## src/rtl/dds_sweep_ctrl.sv

```systemverilog
// DDS frequency-sweep sequencer: steps the tuning word through f_start + i*f_step,
// waits a settle time per point and handshakes with the measurement block.
module dds_sweep_ctrl #(
  parameter int          Fword_width = 28,
  parameter int          Pword_width = 10,
  parameter int          SETTLE_W    = 24,
  parameter int unsigned TIMEOUT_CYC = 1000000
) (
  input  logic                   clk,
  input  logic                   rst,
  input  logic                   start,
  input  logic                   abort,
  input  logic [Fword_width-1:0] f_start,
  input  logic [Fword_width-1:0] f_step,
  input  logic [7:0]             n_steps,
  input  logic [SETTLE_W-1:0]    settle_cyc,
  input  logic [Pword_width-1:0] pha_offs,
  input  logic                   meas_done,
  output logic [Fword_width-1:0] fre_w,
  output logic [Pword_width-1:0] pha_w,
  output logic                   meas_start,
  output logic [7:0]             step_idx,
  output logic                   busy,
  output logic                   sweep_done,
  output logic                   timeout_err
);

  typedef enum logic [1:0] {S_IDLE, S_SETTLE, S_MEAS} state_e;

  localparam logic [31:0] TO_LAST = 32'(TIMEOUT_CYC - 1);

  state_e                 state_q, state_d;
  logic [Fword_width-1:0] fre_q, fre_d, f_step_q, f_step_d;
  logic [Pword_width-1:0] pha_q, pha_d;
  logic [7:0]             idx_q, idx_d, n_steps_q, n_steps_d;
  logic [SETTLE_W-1:0]    settle_q, settle_d, cnt_q, cnt_d;
  logic [31:0]            to_q, to_d;
  logic                   busy_q, busy_d, ms_q, ms_d, sd_q, sd_d, terr_q, terr_d;
  logic                   to_hit, adv;

  always_ff @(posedge clk) begin
    if (rst) begin
      state_q   <= S_IDLE;
      fre_q     <= '0;
      f_step_q  <= '0;
      pha_q     <= '0;
      idx_q     <= '0;
      n_steps_q <= '0;
      settle_q  <= '0;
      cnt_q     <= '0;
      to_q      <= '0;
      busy_q    <= 1'b0;
      ms_q      <= 1'b0;
      sd_q      <= 1'b0;
      terr_q    <= 1'b0;
    end else begin
      state_q   <= state_d;
      fre_q     <= fre_d;
      f_step_q  <= f_step_d;
      pha_q     <= pha_d;
      idx_q     <= idx_d;
      n_steps_q <= n_steps_d;
      settle_q  <= settle_d;
      cnt_q     <= cnt_d;
      to_q      <= to_d;
      busy_q    <= busy_d;
      ms_q      <= ms_d;
      sd_q      <= sd_d;
      terr_q    <= terr_d;
    end
  end

  always_comb begin
    state_d   = state_q;
    fre_d     = fre_q;
    f_step_d  = f_step_q;
    pha_d     = pha_q;
    idx_d     = idx_q;
    n_steps_d = n_steps_q;
    settle_d  = settle_q;
    cnt_d     = cnt_q;
    to_d      = to_q;
    busy_d    = busy_q;
    ms_d      = 1'b0;
    sd_d      = 1'b0;
    terr_d    = terr_q;
    to_hit    = (to_q == TO_LAST);
    adv       = meas_done || to_hit;

    if (abort) begin
      // step_idx and timeout_err are left as-is so software can see where it stopped
      state_d = S_IDLE;
      fre_d   = '0;
      pha_d   = '0;
      busy_d  = 1'b0;
    end else begin
      case (state_q)
        S_IDLE: begin
          if (start) begin
            terr_d = 1'b0;
            if (n_steps != 8'd0) begin
              f_step_d  = f_step;
              n_steps_d = n_steps;
              settle_d  = settle_cyc;
              cnt_d     = settle_cyc;
              fre_d     = f_start;
              pha_d     = pha_offs;
              idx_d     = 8'd0;
              busy_d    = 1'b1;
              state_d   = S_SETTLE;
            end else begin
              sd_d = 1'b1;
            end
          end
        end
        S_SETTLE: begin
          if (cnt_q != '0) begin
            cnt_d = cnt_q - 1'b1;
          end else begin
            ms_d    = 1'b1;
            to_d    = '0;
            state_d = S_MEAS;
          end
        end
        S_MEAS: begin
          // a meas_done landing on the timeout edge wins: no error recorded
          if (to_hit && !meas_done) terr_d = 1'b1;
          if (!adv) begin
            to_d = to_q + 32'd1;
          end else if (idx_q == n_steps_q - 8'd1) begin
            fre_d   = '0;
            pha_d   = '0;
            busy_d  = 1'b0;
            sd_d    = 1'b1;
            state_d = S_IDLE;
          end else begin
            fre_d   = fre_q + f_step_q;
            idx_d   = idx_q + 8'd1;
            cnt_d   = settle_q;
            state_d = S_SETTLE;
          end
        end
        default: state_d = S_IDLE;
      endcase
    end
  end

  assign fre_w       = fre_q;
  assign pha_w       = pha_q;
  assign meas_start  = ms_q;
  assign step_idx    = idx_q;
  assign busy        = busy_q;
  assign sweep_done  = sd_q;
  assign timeout_err = terr_q;

endmodule

```

## config.mk

```make
export PLATFORM = sky130hd
export DESIGN_NAME = dds_sweep_ctrl
export DESIGN_NICKNAME = d
export VERILOG_FILES = /design/src/rtl/dds_sweep_ctrl.sv
export SDC_FILE = /design/constraint.sdc
export NUM_CORES = 1
export LEC_CHECK = 0
export CORE_MARGIN = 5
export CORE_UTILIZATION = 41
export CTS_CLUSTER_DIAMETER = 80
export CTS_CLUSTER_SIZE = 16
export DETAILED_ROUTE_END_ITERATION = 8
export PLACE_DENSITY = 0.63
export SLEW_MARGIN = 0
export SYNTH_ARGS = -nofsm -noshare
export SYNTH_HDL_FRONTEND = slang
export SYNTH_SLANG_ARGS = --single-unit
```

## constraint.sdc

```tcl
create_clock -name clk -period 3.2 [get_ports clk]
set_clock_uncertainty 0.15 [all_clocks]
set_input_delay 0.48 -clock clk [delete_from_list [all_inputs] [get_ports clk]]
set_output_delay 0.48 -clock clk [all_outputs]
set_load 0.05 [all_outputs]
```

# Yosys cells after proc, flatten, opt, wreduce, memory -nomap -nowiden
# Cells that the tools add are included.
# word_totals
reg_bits	168
# classes
reduce_logical	19
n_bitwise	2
n_addsub	5
n_eq_ne	13
n_mux	44
# ops
cell	count
24-bit 2-to-1 mux	5
28-bit 2-to-1 mux	4
24-bit case mux with 3 select lines	1
32-bit 2-to-1 mux	2
32-bit case mux with 2 select lines	1
28-bit case mux with 2 select lines	1
10-bit 2-to-1 mux	4
32-bit by 1-bit adder with 32-bit output (second input constant)	1
32-bit by 20-bit == test with 1-bit output (second input constant)	1
8-bit 2-to-1 mux	4
28-bit adder	1
24-bit nonzero test	1
24-bit by 1-bit subtractor with 24-bit output (second input constant)	1
10-bit case mux with 2 select lines	1
4-bit AND reduction	5
2-bit != test (second input constant)	9
8-bit case mux with 2 select lines	1
1-bit 2-to-1 mux	12
8-bit by 1-bit adder with 8-bit output (second input constant)	1
8-bit == test	1
2-bit 2-to-1 mux	4
8-bit nonzero test	1
8-bit by 1-bit subtractor with 8-bit output (second input constant)	1
7-bit AND reduction	1
15 further kinds	19

# Logic depth before layout (Yosys ltp)
# depth
ltp_word	5
depth_mapped	12
ltp_nobuf	10

# Worst setup path before layout
# Ideal clock, no wire load.
# synth_path
kind	register -> register
startpoint	reg fre_q[1] (netlist: fre_w[1])
endpoint	reg fre_q[21] (netlist: fre_w[21])
stages_incl_launch_ff	10
path_buffers	0
setup_slack_ps	181
setup_ps	121
t_required_ps	2929
arrival_ps	2748
period_less_slack_ps	3019
path_cell_list	dfxtp_1 -> ha_1 -> a211oi_1 -> o211ai_1 -> a221o_1 -> a311o_1 -> a31o_2 -> a21oi_1 -> or4b_2 -> nand3_1
# synth_between
elab_chain_cells	4
# synth_lines
element	line	text
start, declared	33	logic [Fword_width-1:0] fre_q, fre_d, f_step_q, f_step_d;
start signal, assigned	58	fre_q <= fre_d;
28-bit adder	137	fre_d = fre_q + f_step_q;
28-bit 2-to-1 mux	130	end else if (idx_q == n_steps_q - 8'd1) begin
28-bit 2-to-1 mux	128	if (!adv) begin
28-bit case mux with 2 select lines	97	case (state_q)
# Every way passes these cells. The select of a mux whose other input is x is not followed.
# A chain may end at the register's enable or synchronous reset.

# Worst setup path after layout
# layout_path
startpoint	reg n_steps_q[0]
endpoint	reg cnt_q[23]
# layout_between
elab_chain_cells	4
# layout_lines
element	line	text
start, declared	35	logic [7:0] idx_q, idx_d, n_steps_q, n_steps_d;
start signal, assigned	62	n_steps_q <= n_steps_d;
8-bit by 1-bit subtractor with 8-bit output	130	
8-bit == test	130	
2-bit != test (no line)	n/a	
7-bit AND reduction (no line)	n/a	
end signal, assigned	64	cnt_q <= cnt_d;
end, declared	36	logic [SETTLE_W-1:0] settle_q, settle_d, cnt_q, cnt_d;
# Every way passes these cells.

==> metrics.cfg <==
[clock_network]
cts_buffer_depth = 2
cts_made_buffers = 17
postCtsSetupRepairBufs = 0
htreeDepth = 4
cts_tree = yes
root_buffer = clkbuf_16
clock_sinks = 168
cts.clk_slew.worst_paths_ps = 70
worst_skew_pair.late_latency_ps = 430

[detailed_routing]
postRouteWirelength_um = 26400
drc = 0
routedWlPerCell_um = 16.6
drt-initial-drc-count = 559
drtPass1Iterations = 5
vias_per_cell = 5.50
ant_nets = 0
num_vias = 8770

[floorplan]
start_util_pct = 41.7
row_count = 54
dieArea_um2 = 25300
die_w_um = 159
coreArea_um2 = 21800
num_io_pins = 153
die_y_um = 159

[setup_path]
startpoint_type = flop
worstPathArrival_ps = 3200
required_ps = 3410
crit_path_max_fanout = 17
r2r_cells = 11
worstSetupEndpointType = flop
critPathKind = flop to flop

[synthesis]
synth-seq-area-share_pct = 37.0
synth_top_area_share_pct = 37.0
synth_fp_nets = 1298
yosysTopAreaCell = dfxtp_1
async_flop_share_pct = 0
netlist_area_um2 = 9100
synth_edf_count = 0
synth.area.top_cells = dfxtp_1 (37%), nand2_1 (8.8%), a21oi_1 (7.4%)
synthCells = 1158
synth_ff_type = dfxtp_1
ys_warn_count = 0
synth_cell_types = 69
synth.avg_cell_area_um2 = 7.86
ys_seq_elements = 168

[power]
power.density_nw_per_um2 = 452
leakage_nw = 4.39
peakVddDrop_uv = 316

[global_routing]
antenna_found_initial = 1
grt_first_pass_wirelength_um = 43700
track_usage_pct = 20.5
grt_pass1_vias = 8483
grt_overflow_total = 0
grt_max_degree = 61

[cells_and_area]
final_cells = 1594
diodes = 0
areaGrowthSynthToFinish_pct = 28.1
layout_common_cells = nand2_1 (213), dfxtp_1 (168), clkdlybuf4s50_1 (151)
drive_above_1_share_pct = 7.99
nets = 1441
fillers = 2148
final_common_cell = nand2_1

[place]
hpwlAfterDp_um = 18900
placedCellCount = 1562
gp_congestion = 0.838
io_buffers = 152

[timing]
tightest_slew_ps = 665
maxSlewHeadroom_pct = 55.2
fmax_ghz = 0.334
final-hold-violation-count = 0
final_max_slew_viol_count = 0
tns_ps = 0
min_period_over_period_pct = 93.7
min_period_ps = 3000
rsz0062_at_grt = no
whs_ps = 303
setup_viol = 0

[hold_path]
min_path_cells = 2
min_path_type = flop to flop

[job]
drv_cap = 0

[outcome]
outcome = completed

cells in the mapped netlist (18+ instances only):
library cell	number
nand2_1	214
dfxtp_1	168
a21oi_1	134
nor2_1	99
clkbuf_1	57
xor2_1	42
ha_1	36
xnor2_1	35
nand3_1	33
nor3_1	28
a22oi_1	24
inv_1	23
o21ai_0	22
and3_1	21
nand4_1	18
per-stage QoR:
| stage | util, % | instance area [um2] | setup WS [ps] | power, mW |
|---|---|---|---|---|
| floorplan | - | 9100 | 181 | 2.87 |
| global placement | 50.7 | 11100 | 171 | 3.24 |
| detailed placement | 50.7 | 11100 | 102 | 3.25 |
| CTS | 53.3 | 11600 | 204 | 5.30 |
| global route | 53.4 | 11700 | 8.06 | 5.50 |
| finish | 53.4 | 11700 | 203 | 5.26 |
per-layer routing:
layer	up-vias	wire length, um	track usage (%)	share of wire, %
li1	4412	-	-	-
met1	4096	12200	27.4	46
met2	227	12600	34.3	48
met3	33	1300	3.86	4.9
met4	2	342	5.35	1.3
met5	-	13	0	0.049
registers in the layout (all words and copies together), names as in the netlist:
signal,count
fre_w,28
settle_q,24
state_q,2
cnt_q,24
n_steps_q,8
timeout_err,1
sweep_done,1
busy,1
step_idx,8
meas_start,1
to_q,32
f_step_q,28
pha_w,10
where the power goes:
part | switching (mW) | internal, mW
logic | 0.542 | 0.424
registers | 0.0751 | 2.17
clock network | 0.898 | 1.15
total | 1.52 | 3.75
layout make-up:
class | count | area [um2] | share of cell area, %
tap | 280 | 350 | 3.01
clock inverter | 11 | 111 | 0.956
sequential | 168 | 3360 | 28.9
clock buffer | 21 | 470 | 4.04
multi-input combinational | 901 | 5420 | 46.5
inverter | 23 | 86.3 | 0.741
timing repair buffer | 190 | 1850 | 15.9
worst max-delay path, stage by stage, from the launching register on:
cell and delay (ps):
dfxtp_1 350, inv_1 70, ha_1 180, nor4b_1 340
xnor2_1 170, nor4_1 70, o2111ai_2 350, o21ai_2 110
or4_4 600, buf_12 190, a211o_1 230, a21oi_1 110
logic make-up (layout without fill, tap and decap cells):
group / Yosys count / after routing / synth area share (%)
muxes: 2 / 2 / 0.234
AOI/OAI and AO/OA: 307 / 307 / 22.3
xor gates and xnor gates: 77 / 77 / 7.41
buffers and inverters: 89 / 245 / 3.86
and+or+nand+nor: 478 / 478 / 24.1
DFF: 168 / 168 / 37.0
adders and majority gates: 37 / 37 / 5.17
worst paths after layout:
kind	endpoint	slack, ps	startpoint
setup / recovery	cnt_q[23]	200	n_steps_q[0]
hold / removal	settle_q[13]	300	settle_q[13]
setup reg to reg	cnt_q[23]	200	n_steps_q[0]
hold reg to reg	settle_q[13]	300	settle_q[13]
timing repair:
action,CTS,global route
endpoints found under the setup margin,0,4
resized for setup,0,2
hold buffers,0,0
No activity file was read; power rests on OpenSTA's default activity.
